**src/rtl/lpc_buf_arbiter.sv**
```systemverilog
// lpc_buf_arbiter: shares one single-port byte RAM (the TPM command/response
// buffer) between the lpc_periph data-provider interface and an MCU-side port.
// One access is in flight at a time. The sequence for every access is fixed:
//   IDLE (grant) -> ACC (RAM strobe) -> CAPT (read data capture)
//   -> RESP (done pulse) -> HOLD (wait for the request to drop) -> IDLE
// Handshake: requests are levels held by the requester until it sees its
// 1-cycle done pulse (lpc_wr_done_o / lpc_data_rd_o / mcu_ack_o). The
// arbiter ignores further request activity until that level has dropped.
// All outputs come straight from flops.
module lpc_buf_arbiter #(
  parameter logic [15:0] BASE_ADDR   = 16'h0000,
  parameter int          ADDR_W      = 12,
  parameter logic [7:0]  UNMAPPED_RD = 8'hFF
) (
  input  logic              clk_i,
  input  logic              nrst_i,
  input  logic [15:0]       lpc_addr_i,
  input  logic [7:0]        lpc_data_i,
  output logic [7:0]        lpc_data_o,
  input  logic              lpc_data_wr_i,
  output logic              lpc_wr_done_o,
  input  logic              lpc_data_req_i,
  output logic              lpc_data_rd_o,
  input  logic              mcu_req_i,
  input  logic              mcu_we_i,
  input  logic [ADDR_W-1:0] mcu_addr_i,
  input  logic [7:0]        mcu_wdata_i,
  output logic [7:0]        mcu_rdata_o,
  output logic              mcu_ack_o,
  output logic              ram_en_o,
  output logic              ram_we_o,
  output logic [ADDR_W-1:0] ram_addr_o,
  output logic [7:0]        ram_wdata_o,
  input  logic [7:0]        ram_rdata_i
);

  typedef enum logic [2:0] {
    IDLE = 3'd0,
    ACC  = 3'd1,
    CAPT = 3'd2,
    RESP = 3'd3,
    HOLD = 3'd4
  } state_t;

  state_t              state_q, state_d;
  logic                last_mcu_q, last_mcu_d;   // rr pointer: 1 = MCU was granted last
  logic                src_lpc_q, src_lpc_d;     // granted side of the access in flight
  logic                we_q, we_d;               // direction of the access in flight
  logic                mapped_q, mapped_d;       // 0 only for out-of-window LPC accesses
  logic                ram_en_q, ram_en_d;
  logic                ram_we_q, ram_we_d;
  logic [ADDR_W-1:0]   ram_addr_q, ram_addr_d;
  logic [7:0]          ram_wdata_q, ram_wdata_d;
  logic [7:0]          lpc_data_q, lpc_data_d;
  logic [7:0]          mcu_rdata_q, mcu_rdata_d;
  logic                wr_done_q, wr_done_d;
  logic                data_rd_q, data_rd_d;
  logic                mcu_ack_q, mcu_ack_d;

  logic                lpc_req;
  logic                lpc_mapped;
  logic                grant_lpc;
  logic                grant_we;
  logic                grant_mapped;

  assign lpc_req    = lpc_data_wr_i | lpc_data_req_i;
  assign lpc_mapped = (lpc_addr_i[15:ADDR_W] == BASE_ADDR[15:ADDR_W]);

  // Next-state, arbitration and registered-output computation
  always_comb begin
    state_d      = state_q;
    last_mcu_d   = last_mcu_q;
    src_lpc_d    = src_lpc_q;
    we_d         = we_q;
    mapped_d     = mapped_q;
    ram_en_d     = 1'b0;
    ram_we_d     = 1'b0;
    ram_addr_d   = ram_addr_q;
    ram_wdata_d  = ram_wdata_q;
    lpc_data_d   = lpc_data_q;
    mcu_rdata_d  = mcu_rdata_q;
    wr_done_d    = 1'b0;
    data_rd_d    = 1'b0;
    mcu_ack_d    = 1'b0;
    grant_lpc    = 1'b0;
    grant_we     = 1'b0;
    grant_mapped = 1'b0;

    case (state_q)
      IDLE: begin
        if (lpc_req || mcu_req_i) begin
          // A lone requester wins; on a tie the side not granted last wins.
          grant_lpc = lpc_req && (!mcu_req_i || last_mcu_q);
          if (grant_lpc) begin
            // Write takes priority when both LPC strobes are high.
            grant_we     = lpc_data_wr_i;
            grant_mapped = lpc_mapped;
            ram_addr_d   = lpc_addr_i[ADDR_W-1:0];
            ram_wdata_d  = lpc_data_i;
          end else begin
            grant_we     = mcu_we_i;
            grant_mapped = 1'b1;
            ram_addr_d   = mcu_addr_i;
            ram_wdata_d  = mcu_wdata_i;
          end
          src_lpc_d  = grant_lpc;
          last_mcu_d = !grant_lpc;
          we_d       = grant_we;
          mapped_d   = grant_mapped;
          ram_en_d   = grant_mapped;
          ram_we_d   = grant_mapped && grant_we;
          state_d    = ACC;
        end
      end
      ACC: begin
        state_d = CAPT;
      end
      CAPT: begin
        // RAM read data is valid now, one cycle after the strobe.
        if (!we_q) begin
          if (src_lpc_q) begin
            lpc_data_d = mapped_q ? ram_rdata_i : UNMAPPED_RD;
          end else begin
            mcu_rdata_d = ram_rdata_i;
          end
        end
        if (src_lpc_q) begin
          wr_done_d = we_q;
          data_rd_d = !we_q;
        end else begin
          mcu_ack_d = 1'b1;
        end
        state_d = RESP;
      end
      RESP: begin
        state_d = HOLD;
      end
      HOLD: begin
        if (src_lpc_q ? !lpc_req : !mcu_req_i) begin
          state_d = IDLE;
        end
      end
      default: begin
        state_d = IDLE;
      end
    endcase
  end

  // State and output registers; reset abandons any access in flight
  always_ff @(posedge clk_i or negedge nrst_i) begin
    if (!nrst_i) begin
      state_q     <= IDLE;
      last_mcu_q  <= 1'b1;
      src_lpc_q   <= 1'b0;
      we_q        <= 1'b0;
      mapped_q    <= 1'b0;
      ram_en_q    <= 1'b0;
      ram_we_q    <= 1'b0;
      ram_addr_q  <= '0;
      ram_wdata_q <= '0;
      lpc_data_q  <= '0;
      mcu_rdata_q <= '0;
      wr_done_q   <= 1'b0;
      data_rd_q   <= 1'b0;
      mcu_ack_q   <= 1'b0;
    end else begin
      state_q     <= state_d;
      last_mcu_q  <= last_mcu_d;
      src_lpc_q   <= src_lpc_d;
      we_q        <= we_d;
      mapped_q    <= mapped_d;
      ram_en_q    <= ram_en_d;
      ram_we_q    <= ram_we_d;
      ram_addr_q  <= ram_addr_d;
      ram_wdata_q <= ram_wdata_d;
      lpc_data_q  <= lpc_data_d;
      mcu_rdata_q <= mcu_rdata_d;
      wr_done_q   <= wr_done_d;
      data_rd_q   <= data_rd_d;
      mcu_ack_q   <= mcu_ack_d;
    end
  end

  assign lpc_data_o    = lpc_data_q;
  assign lpc_wr_done_o = wr_done_q;
  assign lpc_data_rd_o = data_rd_q;
  assign mcu_rdata_o   = mcu_rdata_q;
  assign mcu_ack_o     = mcu_ack_q;
  assign ram_en_o      = ram_en_q;
  assign ram_we_o      = ram_we_q;
  assign ram_addr_o    = ram_addr_q;
  assign ram_wdata_o   = ram_wdata_q;

endmodule

```
**config.mk**
```make
export PLATFORM = sky130hd
export DESIGN_NAME = lpc_buf_arbiter
export DESIGN_NICKNAME = d
export VERILOG_FILES = /design/src/rtl/lpc_buf_arbiter.sv
export SDC_FILE = /design/constraint.sdc
export NUM_CORES = 1
export LEC_CHECK = 0
export ABC_CLOCK_PERIOD_IN_PS = 3300
export CAP_MARGIN = 20
export CORE_ASPECT_RATIO = 1.1
export CORE_MARGIN = 2
export CORE_UTILIZATION = 45
export DETAILED_ROUTE_END_ITERATION = 7
export PLACE_DENSITY_LB_ADDON = 0.2
export SETUP_SLACK_MARGIN = 0.15
export SLEW_MARGIN = 15
export SYNTH_ARGS = -nofsm -noshare
export SYNTH_HDL_FRONTEND = slang
export SYNTH_SLANG_ARGS = --single-unit
```
**constraint.sdc**
```tcl
create_clock -name clk_i -period 3.3 [get_ports clk_i]
set_clock_uncertainty 0.2 [all_clocks]
set_input_delay 0.99 -clock clk_i [delete_from_list [all_inputs] [get_ports clk_i]]
set_output_delay 0.99 -clock clk_i [all_outputs]
set_load 0.03 [all_outputs]
```
Word level (Yosys, flattened, before mapping) --
Index checks and enable logic that the tools add are counted. Widths: inputs -> output; s select.
Storage, ports and cells: flip-flop bits (word level) 48, input bits 58, bits in read-only memories 0, memories 0, bits in latches 0, logic and storage cells 60, RAM bits 0
Cells by class: magnitude comparators 0, multiplexer cells 23, eq/ne operators 6, div/mod/pow operators 0, reduce and logical (&&, ||, !) cells 14, bitwise gates (word level) 3, $mul 0, add/subtract/negate cells 0, shift operators 0
Operators with widths (number):
- $mux 1 | 17
- $mux 8 | 2
- $pmux 3 s5 | 1
- $mux 12 | 1
- $eq 3x2->1 const B | 2
- $mux 3 | 2
- $reduce_and 3->1 | 2
- $logic_not 1->1 | 4
- $logic_not 4->1 | 1
- $ne 2x2->1 const B | 2
- $reduce_and 2->1 | 2
- $eq 3x1->1 const B | 1
- $eq 3x3->1 const B | 1
- $logic_not 3->1 | 1
- $logic_and 1x1->1 | 2
- $logic_or 1x1->1 | 2
- $not 1->1 | 2
- $or 1x1->1 | 1

Logic depth before layout (Yosys ltp) --
Gate-level depths: netlist of run 1.
depth in word-level cells 9, depth in mapped cells 6, depth with buffers taken out 3

Worst setup path before layout of run 1 --
No wires, ideal clock.
kind input -> register, from in mcu_req_i, to reg ram_addr_q[0] (netlist: ram_addr_o[0]), required time 3.019 ns, setup slack 1.054 ns, buffers on the path 3, data arrival time 1.965 ns, setup time 0.081 ns, stages 6, cells stage by stage or3_1 -> buf_2 -> and2_4 -> buf_6 -> buf_6 -> a31oi_2
On the way: word-level cells in the longest chain between the ends 4, elaborated cells on any way between the ends 6
Ends and longest elaborated chain:
- from (decl) | line 24 | input logic mcu_req_i,
- $logic_not 1->1 | line 93 | grant_lpc = lpc_req && (!mcu_req_i || last_mcu_q);
- $logic_or 1x1->1 | line 93
- $logic_and 1x1->1 | line 93
- $mux 12 | line 94 | if (grant_lpc) begin
- to (signal assigned) | line 174 | ram_addr_q <= ram_addr_d;
- to (decl) | line 52 | logic [ADDR_W-1:0] ram_addr_q, ram_addr_d;
Several ways; a longest one is shown, not always the timed one. A chain may end at the register's enable or synchronous reset.

Worst setup path after layout of run 1 --
from in mcu_req_i, to reg ram_wdata_q[7] (netlist: ram_wdata_o[7])
On the way: word-level cells in the longest chain between the ends 4, elaborated cells on any way between the ends 6
Ends and longest elaborated chain:
- $logic_not 1->1 | line 93
- $logic_or 1x1->1 | line 93
- $logic_and 1x1->1 | line 93
- $mux 8 | line 94
- to (signal assigned) | line 175 | ram_wdata_q <= ram_wdata_d;
- to (decl) | line 53 | logic [7:0] ram_wdata_q, ram_wdata_d;
Several ways; a longest one is shown, not always the timed one.

==> summary.txt, run 1 <==
Floorplanning
  – Die width: 72.1 microns
  – Initial Util: 46.2%
  – Std cell rows: 27
  – Io pins: 99
  – Die Ht: 78.9 microns
  – Die ar.: 5680 sq um
  – Core Box Area: 4970 sq um

Synth
  – Synthesized flop and latch total: 48
  – Dominant synthesized flop cell: dfrtp_1
  – Mapped Nets: 266
  – Cell area after synthesis: 2290 sq um
  – Yosys top cell area share: 51.3%
  – Yosys top cell by area: dfrtp_1
  – Avg Inst Size Synth: 11.0 sq um
  – Count leader, synth: dfrtp_1
  – Seq/Total Area, Yosys: 52.4%
  – Synth area leaders: dfrtp_1 51%, a31oi_2 11%, mux2_2 7.9%
  – Post-synth cell types: 29
  – Synth top cells by count: 47 x dfrtp_1, 23 x a21oi_1, 23 x o21ai_0
  – Yosys warnings: 0
  – Cells after Synth: 208
  – Post-synth EDFFs: 0
  – Async SR Flop Fraction: 100%

Layout
  – Final core occ: 69.4%
  – Final instance area: 3450 sq um
  – Area Overhead vs Synth: 50.4%
  – Nets: 362
  – Layout cells sized above 1: 18.8%
  – Fillers: 413
  – Diode count: 0

Drt
  – Via Count: 1951
  – Residual DRC count: 0
  – WL per Instance: 16.0 microns
  – Detail Route Antenna Nets: 0
  – DR vias/cell: 5.39
  – DRT Pass-1 Iters: 4
  – Initial DRC Count: 122
  – Total wire length: 5.78 mm

STA
  – RSZ-0062 raised after global routing: false
  – Final-report max-slew violation count: 0
  – Max Fclk: 0.387 GHz
  – Fin crit period: 2.58 ns
  – Hold Violations, Final: 0
  – Final setup fails: 0
  – Slew @ Worst Pin: 0.515 ns
  – Period utilization: 78.3%
  – Setup TNS Final: 0 ns
  – Slew margin rel.: 65.2%

CTS
  – H-tree levels: 2
  – Clock Pin Slew Worst Setup and Hold Paths: 0.09 ns
  – Root buf cell: clkbuf_8
  – CTS sink cnt: 48
  – TritonCTS buffer count: 5
  – # hold bufs at CTS: 0
  – Skew-Pair Late Insertion Delay: 0.31 ns
  – Clk buf depth: 2
  – Number of buffers added for setup after CTS: 0
  – CTS tree: done
  – CTS resizes: 0

Critical path
  – Max incr delay on CP: 0.58 ns
  – CP top delay family: buffers and inverters
  – Crit path launch type: input port
  – WP data arrival: 2.56 ns
  – Crit path cell chain: clkdlybuf4s50_1, or3_1, buf_4, a21oi_1, a31oi_2
  – WS Path Type: input port to flop
  – Worst Setup End Kind: flop
  – Critical-path top delay cell: or3_1
  – Worst R2R Setup Slack: 1.45 ns
  – CP bufs+invs: 2
  – CP max FO: 11
  – WP data required: 3.28 ns

Pwr
  – P_sw: 0.00138 W
  – Worst vdd ir: 517 uV
  – Comb power frac: 53.5%
  – Pwr/cell area: 973 nW/um^2
  – PnR Total Power: 0.00336 W
  – Internal power: 0.00197 W
  – Proportion of power drawn by flip-flops and latches: 31.6%
  – Clock power share: 14.9%
  – Pleak: 1.35 nW
  – Switching share of power: 41.2%

Global route
  – Tot GR Track Use: 21.1%
  – Initial antenna violation count: 0
  – Largest net degree at the start of global routing: 28
  – Total grt overflow: 0
  – Vias in the first global route: 1919
  – Global-route wire length before repair: 9.22 mm

Run status
  – Outcome: finished, final reports clean

Placement
  – I/O Buffers: 98
  – Area after DPL: 3320 sq um
  – DPL Wire Length: 4.07 mm
  – GPL Wtd Cong: 0.753

Flow run
  – Maximum Capacitance Violations: 0

Hold path
  – Hold crit path type: flop to flop
==> logic make-up (layout without fill, tap and decap cells) <==
kind of cell              after synthesis  in the layout  synth area share (%)
muxes                                  16             16                  7.86
xor gates and xnor gates                1              1                 0.382
DFF                                    48             48                  52.4
and+or+nand+nor                        48             48                  11.6
buffers and inverters                  24            120                  5.07
AOI/OAI and AO/OA                      71             71                  22.7
==> final timing paths <==
check | cells after the start | end | startpoint
max in group asynchronous | 2 | src_lpc_q$_DFFE_PN0P_ | nrst_i
worst min-delay path | 1 | mcu_ack_o$_DFF_PN0_ | src_lpc_q$_DFFE_PN0P_
worst min register to register | 1 | mcu_ack_o$_DFF_PN0_ | src_lpc_q$_DFFE_PN0P_
worst max register to register | 4 | ram_wdata_o[7]$_DFFE_PN0P_ | state_q[1]$_DFFE_PN0P_
min in group asynchronous | 1 | ram_wdata_o[7]$_DFFE_PN0P_ | nrst_i
worst max-delay path | 5 | ram_wdata_o[7]$_DFFE_PN0P_ | mcu_req_i
==> area by class of cell <==
type | count | area [sq um] | share of cell area, %
sequential | 48 | 1200 | 34.9
clock buffer | 5 | 68.8 | 2.00
tap | 58 | 72.6 | 2.10
multi-input combinational | 136 | 975 | 28.3
timing repair buffer | 108 | 1050 | 30.5
clock inverter | 2 | 60.1 | 1.74
inverter | 5 | 18.8 | 0.544
==> registers in the layout (all words and copies together) (netlist names), 3 cells and up <==
name	cells
ram_addr_o	12
lpc_data_o	8
mcu_rdata_o	8
ram_wdata_o	8
state_q	3
==> worst reg2reg max path, delay by kind of cell, from the launching register on <==
kind,cells,cell delay (ns)
flip-flops,1,0.48
AO/OA/AOI/OAI,1,0.16
buffers and inverters,1,0.29
AND/OR/NAND/NOR,2,0.59
==> metal layers <==
metal | routed length, microns | track usage, % | vias up
li1 | - | - | 939
met1 | 2410 | 25.0 | 926
met2 | 2800 | 35.6 | 76
met3 | 466 | 6.47 | 10
met4 | 102 | 7.92 | 0
met5 | 0 | 0 | -
==> metrics by stage <==
step	setup slack [ns]	hold slack [ns]	cells
finish	0.716	0.304	362
global placement	0.453	0.289	355
global route	0.652	0.338	362
detailed placement	0.427	0.296	355
CTS	0.722	0.300	362
floorplan	1.05	0.258	208
==> power groups by stage <==
stage                     registers, W  logic, W  clock network [W]
final                          0.00106   0.00180           0.000499
after global routing           0.00110   0.00193           0.000528
after CTS                      0.00106   0.00182           0.000502
after detailed placement       0.00107   0.00181                  0
after global placement         0.00106   0.00178                  0
after floorplan                0.00150  0.000693                  0
==> placed cells by master (no fill, tap or decap), types with 9 or more instances in the layout <==
cell type	count
clkdlybuf4s50_1	97
dfrtp_1	47
o21ai_0	23
a21oi_1	23
nand3_1	21
a31oi_2	20
mux2_2	16
buf_4	10
nand2b_1	9
Note: power is estimated with default switching activity, not from simulation.
==> inputs of run 2 (changes only) <==
ABC_CLOCK_PERIOD_IN_PS = 2300   (was 3300)
CORE_UTILIZATION = 38   (was 45)
clock period = 2.3 ns   (was 3.3 ns; I/O delays follow)
==> run 2 against run 1 <==
- register-to-register slack worse by 1.1 ns
- non-clock buffer count up 2
- clock-buffer cell count up 1
- global-route usage shrank 2.7 points
- wire length rose by 0.40%
- highest routed layer unchanged
- critical path depth is the same
- critical path type unchanged
- flip-flop and latch count stayed put
- hold slack got worse by 0.14 ns
- sequential power is 42% higher
==> summary.txt, run 2 (synthesis results as in run 1) <==
Drt
  – Via Count: 1976
  – DR vias/cell: 5.15
  – Total wire length: 5.81 mm
  – Residual DRC count: 0
  – Detail Route Antenna Nets: 0
  – WL per Instance: 15.1 microns
  – DRT Pass-1 Iters: 4
  – Initial DRC Count: 118

Floorplanning
  – Die width: 78.1 microns
  – Std cell rows: 29
  – Die Ht: 85.5 microns
  – Io pins: 99
  – Core Box Area: 5810 sq um
  – Die ar.: 6670 sq um
  – Initial Util: 39.5%

Pwr
  – Comb power frac: 53.1%
  – Clock power share: 13.4%
  – P_sw: 0.00197 W
  – PnR Total Power: 0.00448 W
  – Switching share of power: 44.0%
  – Internal power: 0.00251 W
  – Pleak: 1.42 nW
  – Worst vdd ir: 594 uV
  – Proportion of power drawn by flip-flops and latches: 33.5%
  – Pwr/cell area: 1300 nW/um^2

Placement
  – GPL Wtd Cong: 0.755
  – I/O Buffers: 98
  – Placed cells: 376
  – Pre-CTS worst setup slack: -0.0888 ns
  – DPL Wire Length: 4.11 mm

Global route
  – Initial antenna violation count: 0
  – Tot GR Track Use: 18.4%
  – Global-route wire length before repair: 9.60 mm
  – Vias in the first global route: 2029
  – Largest net degree at the start of global routing: 49
  – Total grt overflow: 0

CTS
  – Clock Pin Slew Worst Setup and Hold Paths: 0.09 ns
  – Skew-Pair Late Insertion Delay: 0.30 ns
  – Number of buffers added for setup after CTS: 0
  – Root buf cell: clkbuf_8
  – TritonCTS buffer count: 5
  – H-tree levels: 2
  – CTS sink cnt: 48
  – Clk buf depth: 2
  – CTS tree: done

STA
  – Slew margin rel.: 64.2%
  – Fin crit period: 2.09 ns
  – Max Fclk: 0.479 GHz
  – Final setup fails: 0
  – Hold Violations, Final: 0
  – Final-report max-slew violation count: 0
  – Worst hold slack: 0.164 ns
  – Period utilization: 90.8%
  – RSZ-0062 raised after global routing: true
  – Setup ws final: 0.211 ns
  – Slew @ Worst Pin: 0.534 ns

Hold path
  – Hold crit path type: input port to async pin

Layout
  – Max reg flops: 12
  – Commonest non-fill, non-tap cell in the layout: clkdlybuf4s50_1
  – Area Overhead vs Synth: 50.1%
  – Most frequent cells in the layout: 56 x clkdlybuf4s50_1, 47 x dfrtp_1, 41 x dlygate4sd2_1, 23 x o21ai_0, 22 x a21oi_1
  – Layout cells sized above 1: 19.5%
  – Final Non-Filler Cells: 384
  – Nets: 364
  – Diode count: 0

Critical path
  – CP max FO: 16
  – WP data required: 2.26 ns
  – Crit path launch type: input port
  – WS Path Type: input port to flop
  – WP data arrival: 2.05 ns
  – Worst Setup End Kind: flop

Run status
  – Outcome: finished, final reports clean

Flow run
  – Maximum Capacitance Violations: 0
-- run 2: cell types whose count changed in the layout (fill, tap and decap cells not counted) --
| cell | previous run | this run |
|---|---|---|
| clkdlybuf4s50_1 | 97 | 56 |
| dlygate4sd2_1 | 0 | 41 |
| a21oi_2 | 0 | 1 |
| o311ai_0 | 1 | 0 |
| a21oi_1 | 23 | 22 |
| bufinv_16 | 2 | 1 |
| clkbuf_1 | 0 | 1 |
| buf_12 | 0 | 2 |
| o311ai_1 | 0 | 1 |
| clkinv_2 | 0 | 1 |
-- run 2: stage by stage --
step,setup TNS [ns],utilization (%),area (sq um)
6_report,0,59.3,3440
5_1_grt,0,59.3,3440
4_1_cts,0,59.2,3440
3_5_place_dp,-1.40,58.3,3380
3_3_place_gp,-1.21,58.3,3380
2_1_floorplan,0,-,2290
-- run 2: final cells by class --
type | count | area (sq um)
clock buffers | 6 | 72.6
clock inverters | 2 | 35.0
fillers | 532 | 2360
inverters | 5 | 18.8
multi-input cells | 136 | 978
flip-flops and latches | 48 | 1200
well taps | 77 | 96.3
repair buffers | 110 | 1040
-- run 2: critical path: stages --
cell	delay, ns
clkdlybuf4s50_1	0.45
or3_1	0.44
buf_4	0.23
a21oi_1	0.19
a31oi_2	0.05
-- run 2: power by group through the flow --
stage	logic [W]	registers, W	clock network [W]
floorplan	0.000994	0.00216	0
global placement	0.00261	0.00152	0
detailed placement	0.00264	0.00154	0
CTS	0.00240	0.00151	0.000619
global route	0.00257	0.00156	0.000653
finish	0.00238	0.00150	0.000599
-- run 2: metal layers --
layer / global-route usage (%) / wire length, microns
met5: 0 / 0
met4: 5.10 / 58
met3: 6.81 / 565
met2: 31.4 / 2780
met1: 21.7 / 2400
-- run 2: what timing repair did --
action | CTS | global route
setup endpoints to repair | 41 | 5
hold buffers | 0 | 0
pin swaps | 0 | 0
gates resized for setup | 41 | 2
gates cloned | 0 | 0
hold endpoints to repair | 0 | 0
-- run 2: final timing paths --
| path | startpoint | endpoint | slack [ns] | depth (start not counted) |
|---|---|---|---|---|
| hold / removal | nrst_i | mcu_rdata_o[2]$_DFFE_PN0P_ | 0.16 | 2 |
| setup reg to reg | state_q[1]$_DFFE_PN0P_ | ram_wdata_o[6]$_DFFE_PN0P_ | 0.39 | 3 |
| max in group asynchronous | nrst_i | last_mcu_q$_DFFE_PN1P_ | 1.46 | 2 |
| setup / recovery | mcu_req_i | ram_wdata_o[0]$_DFFE_PN0P_ | 0.21 | 5 |
| min in group clk_i | mcu_rdata_o[3]$_DFFE_PN0P_ | mcu_rdata_o[3]$_DFFE_PN0P_ | 0.31 | 1 |
| hold reg to reg | mcu_rdata_o[3]$_DFFE_PN0P_ | mcu_rdata_o[3]$_DFFE_PN0P_ | 0.31 | 1 |
==> inputs of run 3 (changes only) <==
CORE_MARGIN = default   (was 2)
CORE_UTILIZATION = 45   (was 38)
DONT_BUFFER_PORTS = 1   (was default)
==> run 3 against run 2 <==
- sequential share of layout area is 14 points higher
- largest cell class unchanged
- highest routed layer unchanged
- die area is 19% lower
- final cell count fell by 32%
==> summary.txt, run 3 (synthesis results as in run 1) <==
Critical path
  – Worst R2R Setup Slack: 0.45 ns
  – WS Path Type: flop to flop
  – WP data required: 2.28 ns
  – CP max FO: 8
  – Worst Setup End Kind: flop
  – R2r endpoint: mcu_rdata_o[5]$_DFFE_PN0P_
  – CP top delay family: simple AND/OR/NAND/NOR gates
  – WP data arrival: 1.82 ns
  – Worst r2r path cells: 3
  – Critical-path top delay cell: and4_1
  – CP bufs+invs: 0
  – Crit path cell chain: nor2_1, and4_1, mux2_2
  – Reg-to-Reg Start: state_q[2]$_DFFE_PN0P_
  – Crit path launch type: flop
  – Max incr delay on CP: 0.47 ns

Pwr
  – PnR Total Power: 0.00395 W
  – Comb power frac: 28.2%
  – Proportion of power drawn by flip-flops and latches: 56.9%
  – Pleak: 0.960 nW
  – Pwr/cell area: 1610 nW/um^2
  – Clock power share: 14.9%
  – Worst vdd ir: 554 uV
  – Internal power: 0.00209 W
  – Switching share of power: 47.1%
  – P_sw: 0.00186 W

Placement
  – GPL Wtd Cong: 0.755
  – DPL Wire Length: 3.71 mm
  – I/O Buffers: 0
  – Placed cells: 252

STA
  – Hold Violations, Final: 0
  – Final-report max-slew violation count: 0
  – Fin crit period: 1.85 ns
  – Setup TNS Final: 0 ns
  – RSZ-0062 raised after global routing: false
  – Slew margin rel.: 59.2%
  – Final setup fails: 0
  – Slew @ Worst Pin: 0.612 ns
  – Worst hold slack: 0.0298 ns
  – Period utilization: 80.2%
  – Max Fclk: 0.542 GHz

Drt
  – DR vias/cell: 6.16
  – Initial DRC Count: 41
  – Detail Route Antenna Nets: 0
  – WL per Instance: 19.6 microns
  – Total wire length: 5.13 mm
  – Via Count: 1613
  – Residual DRC count: 0
  – DRT Pass-1 Iters: 4

Floorplanning
  – Io pins: 99
  – Core Box Area: 4780 sq um
  – Initial Util: 48.0%
  – Die ar.: 5390 sq um
  – Die Ht: 76.9 microns
  – Die width: 70.1 microns
  – Std cell rows: 26

CTS
  – Clk buf depth: 2
  – CTS tree: done
  – CTS sink cnt: 48
  – Root buf cell: clkbuf_8
  – Number of buffers added for setup after CTS: 0
  – TritonCTS buffer count: 5
  – Clock Pin Slew Worst Setup and Hold Paths: 0.09 ns
  – H-tree levels: 2
  – Skew-Pair Late Insertion Delay: 0.30 ns

Layout
  – Commonest non-fill, non-tap cell in the layout: dfrtp_1
  – Nets: 263
  – Max reg flops: 12
  – Diode count: 0
  – Layout cells sized above 1: 26.2%
  – Area Overhead vs Synth: 7.42%
  – Most frequent cells in the layout: 47 x dfrtp_1, 23 x o21ai_0, 23 x a21oi_1, 21 x nand3_1, 20 x a31oi_2
  – Final Non-Filler Cells: 262

Flow run
  – Maximum Capacitance Violations: 0

Global route
  – Largest net degree at the start of global routing: 48
  – Initial antenna violation count: 0
  – Tot GR Track Use: 20.4%
  – Total grt overflow: 0
  – Global-route wire length before repair: 8.63 mm
  – Vias in the first global route: 1731

Run status
  – Outcome: finished, final reports clean

Hold path
  – Hold crit path type: input port to async pin
## run 3: changes by cell type in the layout (fill, tap and decap cells not counted), sizes merged
cell,delta
buf,-5
clkdlybuf4s50,-56
dlygate4sd2,-41
dlygate4sd3,+1
## run 3: power by group through the flow
| stage | sequential [W] | combinational [W] | clock (W) |
|---|---|---|---|
| CTS | 0.00226 | 0.00113 | 0.000606 |
| global route | 0.00231 | 0.00126 | 0.000641 |
| detailed placement | 0.00228 | 0.00111 | 0 |
| finish | 0.00225 | 0.00111 | 0.000590 |
| floorplan | 0.00216 | 0.000994 | 0 |
| global placement | 0.00226 | 0.00105 | 0 |
## run 3: per-stage QoR
step                area, sq um  setup WS (ns)  utilization, %
floorplan                  2290          0.354               -
global placement           2320          0.328            48.5
detailed placement         2320          0.269            48.5
CTS                        2450          0.447            51.3
global route               2460          0.344            51.5
finish                     2460          0.454            51.5
## run 3: worst max path at each step
stage / start / endpoint / cells after the start
detailed placement: lpc_data_wr_i / ram_wdata_o[5]$_DFFE_PN0P_ / 4
CTS: state_q[2]$_DFFE_PN0P_ / lpc_data_o[0]$_DFFE_PN0P_ / 3
finish: state_q[2]$_DFFE_PN0P_ / mcu_rdata_o[5]$_DFFE_PN0P_ / 3
global placement: mcu_req_i / ram_addr_o[11]$_DFFE_PN0P_ / 4
global route: state_q[2]$_DFFE_PN0P_ / lpc_data_o[0]$_DFFE_PN0P_ / 3
floorplan: mcu_req_i / ram_addr_o[0]$_DFFE_PN0P_ / 6
## run 3: routing by layer
metal / global-route usage (%) / part of all wire [%]
met1: 23.0 / 37
met2: 35.1 / 52
met3: 7.23 / 9.1
met4: 7.60 / 1.6
met5: 0 / 0
## run 3: final cells by class
class | count | area, sq um
clock inverters | 2 | 35.0
flip-flops and latches | 48 | 1200
multi-input cells | 136 | 975
well taps | 56 | 70.1
clock buffers | 6 | 72.6
fillers | 438 | 2320
repair buffers | 9 | 90.1
inverters | 5 | 18.8
## run 3: repair_timing
item	in CTS	in global routing
hold buffers	1	1
setup endpoints to repair	0	0
hold endpoints to repair	47	1
gates resized for setup	0	0
